File: src/rtl/iexecute.sv
// iexecute: LEGv8 execute stage with a single-cycle ALU and an iterative shift-add multiplier.
// Results, zero, branch target and pc_src are registered and qualified by a one-cycle out_valid pulse.
module iexecute #(
   parameter int WORD    = 64,
   parameter int OPC_LEN = 11
) (
   input  logic               clk,
   input  logic               reset,
   input  logic               in_valid,
   output logic               in_ready,
   input  logic [WORD-1:0]    pc,
   input  logic [OPC_LEN-1:0] opcode,
   input  logic [1:0]         ALU_op,
   input  logic               ALU_src,
   input  logic               branch,
   input  logic               uncond_branch,
   input  logic [WORD-1:0]    read_data1,
   input  logic [WORD-1:0]    read_data2,
   input  logic [WORD-1:0]    sign_extended,
   output logic               out_valid,
   output logic [WORD-1:0]    alu_result,
   output logic               zero,
   output logic [WORD-1:0]    branch_target,
   output logic               pc_src,
   output logic               illegal
);
   localparam int CW = $clog2(WORD);
   localparam logic [OPC_LEN-1:0] OP_ADD = OPC_LEN'(11'b10001011000);
   localparam logic [OPC_LEN-1:0] OP_SUB = OPC_LEN'(11'b11001011000);
   localparam logic [OPC_LEN-1:0] OP_AND = OPC_LEN'(11'b10001010000);
   localparam logic [OPC_LEN-1:0] OP_ORR = OPC_LEN'(11'b10101010000);
   localparam logic [OPC_LEN-1:0] OP_MUL = OPC_LEN'(11'b10011011000);

   typedef enum logic {IDLE, MUL} state_t;

   state_t          state_q, state_d;
   logic [CW-1:0]   cnt_q, cnt_d;
   logic [WORD-1:0] mcand_q, mcand_d, mplier_q, mplier_d, acc_q, acc_d;
   logic [WORD-1:0] bt_pend_q, bt_pend_d, res_q, res_d, bt_q, bt_d;
   logic            br_q, br_d, ub_q, ub_d, ov_q, ov_d, zero_q, zero_d;
   logic            pcs_q, pcs_d, ill_q, ill_d;
   logic [WORD-1:0] op_b, alu_res, acc_step, bt_new;
   logic            is_rtype, is_mul, alu_ill, accept;

   always_comb begin
      op_b     = ALU_src ? sign_extended : read_data2;
      is_rtype = ALU_op == 2'b10;
      is_mul   = is_rtype && opcode == OP_MUL;
      alu_ill  = ALU_op == 2'b11 || (is_rtype && !(opcode == OP_ADD || opcode == OP_SUB ||
                 opcode == OP_AND || opcode == OP_ORR || opcode == OP_MUL));
      alu_res  = ALU_op == 2'b00 ? read_data1 + op_b :
                 ALU_op == 2'b01 ? op_b :
                 ALU_op == 2'b11 ? '0 :
                 opcode == OP_ADD ? read_data1 + op_b :
                 opcode == OP_SUB ? read_data1 - op_b :
                 opcode == OP_AND ? read_data1 & op_b :
                 opcode == OP_ORR ? read_data1 | op_b : '0;
      acc_step = acc_q + (mplier_q[0] ? mcand_q : '0);
      bt_new   = pc + (sign_extended << 2);
      accept   = in_valid && state_q == IDLE;
   end

   always_comb begin
      state_d   = state_q;
      cnt_d     = cnt_q;
      mcand_d   = mcand_q;
      mplier_d  = mplier_q;
      acc_d     = acc_q;
      bt_pend_d = bt_pend_q;
      br_d      = br_q;
      ub_d      = ub_q;
      res_d     = res_q;
      zero_d    = zero_q;
      bt_d      = bt_q;
      pcs_d     = pcs_q;
      ill_d     = ill_q;
      ov_d      = 1'b0;
      if (state_q == IDLE) begin
         if (accept && is_mul) begin
            state_d   = MUL;
            cnt_d     = '0;
            mcand_d   = read_data1;
            mplier_d  = op_b;
            acc_d     = '0;
            bt_pend_d = bt_new;
            br_d      = branch;
            ub_d      = uncond_branch;
         end else if (accept) begin
            res_d  = alu_res;
            zero_d = alu_res == '0;
            bt_d   = bt_new;
            pcs_d  = uncond_branch || (branch && alu_res == '0);
            ill_d  = alu_ill;
            ov_d   = 1'b1;
         end
      end else begin
         acc_d    = acc_step;
         mcand_d  = mcand_q << 1;
         mplier_d = mplier_q >> 1;
         cnt_d    = cnt_q + 1'b1;
         // The last step's sum goes straight to the result register.
         if (cnt_q == CW'(WORD - 1)) begin
            state_d = IDLE;
            res_d   = acc_step;
            zero_d  = acc_step == '0;
            bt_d    = bt_pend_q;
            pcs_d   = ub_q || (br_q && acc_step == '0);
            ill_d   = 1'b0;
            ov_d    = 1'b1;
         end
      end
   end

   always_ff @(posedge clk) begin
      if (!reset) begin
         state_q   <= IDLE;
         cnt_q     <= '0;
         mcand_q   <= '0;
         mplier_q  <= '0;
         acc_q     <= '0;
         bt_pend_q <= '0;
         br_q      <= 1'b0;
         ub_q      <= 1'b0;
         res_q     <= '0;
         zero_q    <= 1'b0;
         bt_q      <= '0;
         pcs_q     <= 1'b0;
         ill_q     <= 1'b0;
         ov_q      <= 1'b0;
      end else begin
         state_q   <= state_d;
         cnt_q     <= cnt_d;
         mcand_q   <= mcand_d;
         mplier_q  <= mplier_d;
         acc_q     <= acc_d;
         bt_pend_q <= bt_pend_d;
         br_q      <= br_d;
         ub_q      <= ub_d;
         res_q     <= res_d;
         zero_q    <= zero_d;
         bt_q      <= bt_d;
         pcs_q     <= pcs_d;
         ill_q     <= ill_d;
         ov_q      <= ov_d;
      end
   end

   assign in_ready      = state_q == IDLE;
   assign out_valid     = ov_q;
   assign alu_result    = res_q;
   assign zero          = zero_q;
   assign branch_target = bt_q;
   assign pc_src        = pcs_q;
   assign illegal       = ill_q;
endmodule

File: config.mk
export PLATFORM = sky130hd
export DESIGN_NAME = iexecute
export DESIGN_NICKNAME = d
export VERILOG_FILES = /design/src/rtl/iexecute.sv
export SDC_FILE = /design/constraint.sdc
export NUM_CORES = 2
export LEC_CHECK = 0
export CAP_MARGIN = 20
export CORE_UTILIZATION = 35
export DETAILED_ROUTE_END_ITERATION = 16
export PLACE_DENSITY_LB_ADDON = 0.05
export SLEW_MARGIN = 20
export SYNTH_ARGS = -nofsm -noshare
export SYNTH_HDL_FRONTEND = slang
export SYNTH_SLANG_ARGS = --single-unit
export TNS_END_PERCENT = 5
File: constraint.sdc
create_clock -name clk -period 12.45 [get_ports clk]
set_input_delay 2.49 -clock clk [delete_from_list [all_inputs] [get_ports clk]]
set_output_delay 2.49 -clock clk [all_outputs]
set_load 0.02 [all_outputs]
==> Word-level counts from Yosys, hierarchy flattened <==
Cells that the tools add are included.
{ "classes": {"eq_ne": 11, "bitwise_logic": 4, "n_addsub": 5, "reduce_logical": 22, "mux": 44} }
{ "ops": {"columns": ["cell", "count"], "rows": [
  ["2-to-1 mux 64 bit", 21],
  ["adder 64 bit", 3],
  ["logical NOT 64 bit", 2],
  ["2-to-1 mux 63 bit", 2],
  ["AND 64 bit", 1],
  ["OR 64 bit", 1],
  ["subtractor 64 bit", 1],
  ["equality test 11 bit (second input constant)", 5],
  ["2-to-1 mux 1 bit", 19],
  ["2-to-1 mux 6 bit", 2],
  ["logical OR 1 bit", 7],
  ["adder 6 x 1 -> 6 bit (second input constant)", 1],
  ["equality test 6 bit (second input constant)", 1],
  ["logical AND 1 bit", 6],
  ["equality test 2 bit (second input constant)", 2],
  ["nonzero test 2 bit", 2],
  ["AND reduction 3 bit", 1],
  ["equality test 2 x 1 -> 1 bit (second input constant)", 1],
  ["logical NOT 2 bit", 1],
  ["inequality test 2 x 1 -> 1 bit (second input constant)", 1],
  ["inequality test 2 bit (second input constant)", 1],
  ["inverter 1 bit", 2],
  ["AND reduction 2 bit", 1],
  ["OR reduction 2 bit", 1],
  ["logical NOT 1 bit", 1]
]} }
{ "word_totals": {"inputBits": 275, "register_bits": 397, "out_inout_bits": 133, "elab_cells": 102} }

==> Depth between registers and ports, before layout <==
{ "logic_depth": {"depth_word": 15, "mapped_depth": 22, "mapped_depth_nobuf": 19} }

==> Worst setup path before layout <==
No wires, ideal clock.
{ "synth_timing": {"path_type": "input-to-reg", "startpoint": "input ALU_src", "endpoint": "register pcs_q, in the netlist pc_src", "required_time_ps": 12391, "arrival_time_ps": 8488, "stages": 21, "n_path_buf": 5, "setup_slack_ps": 3903, "path_cell_list": "clkbuf_1 clkbuf_1 buf_1 buf_1 buf_2 mux2i_1 ha_1 a21oi_1 o21ai_0 a2111oi_0 and3_1 o31a_1 nor2_2 nor2_1 xnor2_2 a21oi_1 o21a_1 or4b_1 or4_4 nor4_2 o311a_1"} }
{ "synth_via": {"elab_chain_len": 15, "word_cells_on_any_way": 18, "cone_classes": "add/sub (2); mux (11); bitwise (2); reduce/logical (3)"} }
{ "synth_lines": {"columns": ["element", "line_no", "rtl"], "rows": [
  ["start: declaration", "14", "input logic ALU_src,"],
  ["2-to-1 mux 64 bit (*)", "46", "op_b = ALU_src ? sign_extended : read_data2;"],
  ["branches (longest 7 deep; another with subtractor 64 bit)", null, null],
  ["2-to-1 mux 64 bit (*)", "51", "alu_res = ALU_op == 2'b00 ? read_data1 + op_b :"],
  ["logical NOT 64 bit (*)", "92", "pcs_d = uncond_branch || (branch && alu_res == '0);"],
  ["logical AND 1 bit (*)", "92", null],
  ["logical OR 1 bit (*)", "92", null],
  ["2-to-1 mux 1 bit (*)", "88", "end else if (accept) begin"],
  ["2-to-1 mux 1 bit (*)", "79", "if (accept && is_mul) begin"],
  ["2-to-1 mux 1 bit (*)", "78", "if (state_q == IDLE) begin"],
  ["end signal: assignment", "142", "pcs_q <= pcs_d;"],
  ["end: declaration", "41", "logic pcs_q, pcs_d, ill_q, ill_d;"]
]} }
Mark *: on every way between the ends. The select of a mux whose other input is x is not followed.
A chain may end at the register's enable or synchronous reset.

==> Final worst setup path <==
{ "layout_timing": {"startpoint": "input ALU_src", "endpoint": "register zero_q, in the netlist zero"} }
{ "layout_via": {"elab_chain_len": 13, "word_cells_on_any_way": 16, "cone_classes": "add/sub (2); mux (11); bitwise (2); reduce/logical (1)"} }
{ "layout_lines": {"columns": ["element", "line_no", "rtl"], "rows": [
  ["2-to-1 mux 64 bit (*)", "46", null],
  ["branches (longest 7 deep; another with subtractor 64 bit)", null, null],
  ["2-to-1 mux 64 bit (*)", "51", null],
  ["logical NOT 64 bit (*)", "90", "zero_d = alu_res == '0;"],
  ["2-to-1 mux 1 bit (*)", "88", null],
  ["2-to-1 mux 1 bit (*)", "79", null],
  ["2-to-1 mux 1 bit (*)", "78", null],
  ["end signal: assignment", "140", "zero_q <= zero_d;"],
  ["end: declaration", "40", "logic br_q, br_d, ub_q, ub_d, ov_q, ov_d, zero_q, zero_d;"]
]} }
Marks and branches as above.

==> results_dict.tcl <==
set metrics [dict create \
    outcome "complete, no violations" \
    die_width_um 323 \
    clock_tree.root_cell "clkbuf_16" \
    post_cts_buffers 0 \
    drive_gt1_share_pct 4.51 \
    drc 0 \
    synth-seq-area-share_pct 22.0 \
    synth_area_um2 36100 \
    dr.pass1.iters 6 \
    critPathBufInv 3 \
    clkTransAtPathRegs_ps 60 \
    grt_max_degree 153 \
    track_usage_pct 33.2 \
    via_per_inst 6.03 \
    die_area_um2 105000 \
    synth_cell_type_count 89 \
    ir_drop_mv 0.0894 \
    crit_family "compound AO/OA/AOI/OAI gates" \
    clockBufferDepth 3 \
    setup_ws_ps 3560 \
    cts_buffers 53 \
    rsz0062_at_grt "false" \
    synthMostInstantiatedCell "a21oi_1" \
    max_stage_delay_ps 740 \
    power.share.combinational_pct 33.1 \
    clock-sinks 397 \
    path_cells "buf_4 > mux2i_1 > inv_1 > ha_1 > fa_1 > a211oi_1 > o21ai_0 > a32o_1 > o221ai_1 > nand3_1 > a211oi_1 > nand4_1 > a2111oi_0 > buf_4 > o2111ai_1 > nor4_1 > nand4_1 > or4_4 > nor4_1 > o21a_1" \
    cts_tree "done" \
    grt_pass1_wl_mm 258 \
    nNetsFinal 5914 \
    fmax_mhz 112 \
    fin_crit_sh_pct 71.4 \
    drt-total-wl_mm 180 \
    maxSlewHeadroom_pct 8.50 \
    gp_congestion 1.05 \
    grt_overflow 0 \
    synth_fp_nets 5680 \
    core_um2 102000 \
    hold_viol 0 \
    netlist_top_cells_count "638 x a21oi_1, 598 x nand2_1, 509 x nor2_1" \
    hpwl_mm 138 \
    cts_max_level 2 \
    worst_pin_slew_ps 1360 \
    area_delta_synth_final_pct 19.8 \
    synth_flop_cell "dfxtp_1" \
    drt.antenna.violating_nets 0 \
    synth_area_leaders "dfxtp_1 22%, ha_1 12%, a21oi_1 8.8%" \
    yosysWarningCount 0 \
    finalSetupTns_ps 0 \
    clock_latency_ps 660 \
    via_count 40390 \
    antenna_found_initial 11 \
    fillers 10667 \
    yosysTopAreaCellShare_pct 22.0 \
    internal_power_uw 2790 \
    critPathLaunchType "primary input" \
    synth-edff-count 0 \
    io_pins 408 \
    hold_path_class "flop to flop" \
    crit_fanout 38 \
    leakage_uw 0.0173 \
    initial_core_util_pct 35.4 \
    pwr-share-seq_pct 30.2 \
    clockPowerShare_pct 36.7 \
    period_needed_ps 8890 \
    final_max_slew_viol_count 0 \
    die_y_um 323 \
    setup_violations 0 \
    preCtsSetupSlack_ps 3020 \
    drt_iter0_markers 4602 \
    critical_path.endpoint_type "flop" \
    ys_async_sr_fraction_pct 0 \
    synth_top_cell_by_area "dfxtp_1" \
    powerDensity_nw_per_um2 102 \
    skew_ps 18.4 \
    portBuffers 407 \
    arrival_ps 9500 \
    synth_cells 5050 \
    rows 117 \
    cp.required_ps 13060 \
    postCtsResizedCells 0 \
    holdBufCountCts 0 \
    swShare_pct 36.7 \
    detail_route.wl_per_cell_um 26.9 \
    postSynthAreaPerCell_um2 7.16 \
    utilization_pct 42.5 \
    grt_pass1_vias 37382 \
    crit_slowest_cell "a211oi_1" \
    ys_ff_latch 397 \
    drv_cap 0 \
    setup.worst_path.class "primary input to flop" \
    power_switching_uw 1620 \
]
-- worst min-delay path, stage by stage, from the launching register on --
cell,delay (ps)
dfxtp_1,300
nand2_1,50
a21oi_1,50
-- flip-flops by register name (all words and copies together), names as in the netlist --
name / cells
pc_src: 1
branch_target: 64
alu_result: 64
br_q: 1
ub_q: 1
state_q: 1
zero: 1
bt_pend_q: 64
illegal: 1
mcand_q: 64
mplier_q: 64
cnt_q: 6
acc_q: 64
out_valid: 1
-- path summary, 6_finish.rpt --
kind                            depth (start not counted)                  startpoint                    endpoint  slack [ps]
worst max-delay path                                   20                     ALU_src           zero$_SDFFE_PN0P_        3560
worst min-delay path                                    2  bt_pend_q[38]$_SDFFE_PN0P_  bt_pend_q[38]$_SDFFE_PN0P_         450
worst min register to register                          2  bt_pend_q[38]$_SDFFE_PN0P_  bt_pend_q[38]$_SDFFE_PN0P_         450
worst max register to register                         17    mplier_q[0]$_SDFFE_PN0P_         pc_src$_SDFFE_PN0P_        5800
-- logic make-up (layout without fill, tap and decap cells) --
logic type	Yosys count	after routing	share of synthesized area (%)
AO/OA/AOI/OAI	1771	1771	31.2
XOR/XNOR	196	196	4.77
adder cells (fa/ha/maj)	355	355	12.4
buffers and inverters	557	833	5.82
flip-flops	397	397	22.0
multiplexers	90	90	2.49
other	0	6	0
AND/OR/NAND/NOR	1684	1684	21.4
-- area by class of cell --
type | instances | area (um^2) | area share [%]
Multi-Input combinational cell | 4096 | 26200 | 60.4
Inverter | 246 | 933 | 2.15
Timing Repair Buffer | 490 | 4700 | 10.8
Antenna cell | 6 | 15.0 | 0.0347
Sequential cell | 397 | 7950 | 18.4
Clock inverter | 22 | 268 | 0.618
Tap cell | 1368 | 1710 | 3.95
Clock buffer | 75 | 1570 | 3.62
-- metrics by stage --
step	cell area, um^2	cells	power (uW)	hold slack (ps)
final	43300	6700	4410	448
after global placement	41500	6597	2780	438
after global routing	43300	6697	4580	461
after detailed placement	41500	6597	2770	443
after CTS	43300	6694	4410	453
after floorplan	36100	5050	2190	428
-- layout by cell type (no fill, tap or decap), types with 15 or more instances in the layout --
cell type	instances
and3_1	31
dfxtp_1	395
or3_1	20
a311oi_1	43
o21a_1	43
nand2b_1	37
o211ai_1	70
a21o_1	88
nor3_1	79
inv_1	243
a211oi_1	82
a221oi_1	58
nor2_1	504
clkbuf_8	16
nor4_1	48
clkdlybuf4s50_1	403
nand2_1	595
and2_1	82
o21bai_1	44
o22ai_1	33
a31oi_1	48
a22oi_1	77
a21oi_1	638
xnor2_1	135
o31ai_1	52
nand3_1	87
ha_1	351
mux2i_1	89
o221ai_1	20
or2_2	15
nand4_1	58
clkbuf_16	53
xor2_1	60
buf_4	82
o21ai_0	303
nor2b_1	44
a211o_1	20
-- power groups by stage --
stage	registers [uW]	clock network [uW]	logic, uW
after CTS	1330	1660	1420
final	1330	1620	1460
after global placement	1360	0	1430
after floorplan	1390	0	796
after global routing	1340	1700	1550
after detailed placement	1360	0	1410
-- per-layer routing --
| layer | global-route usage, % | wire, um | up-vias | share of wire [%] |
|---|---|---|---|---|
| met3 | 7.73 | 17800 | 334 | 9.9 |
| met2 | 48.0 | 73100 | 1881 | 41 |
| met1 | 47.3 | 82200 | 19383 | 46 |
| li1 | - | - | 18782 | - |
| met4 | 12.4 | 7080 | 10 | 3.9 |
| met5 | 0 | 60 | - | 0.033 |
Power figures use the tool's default switching activity.
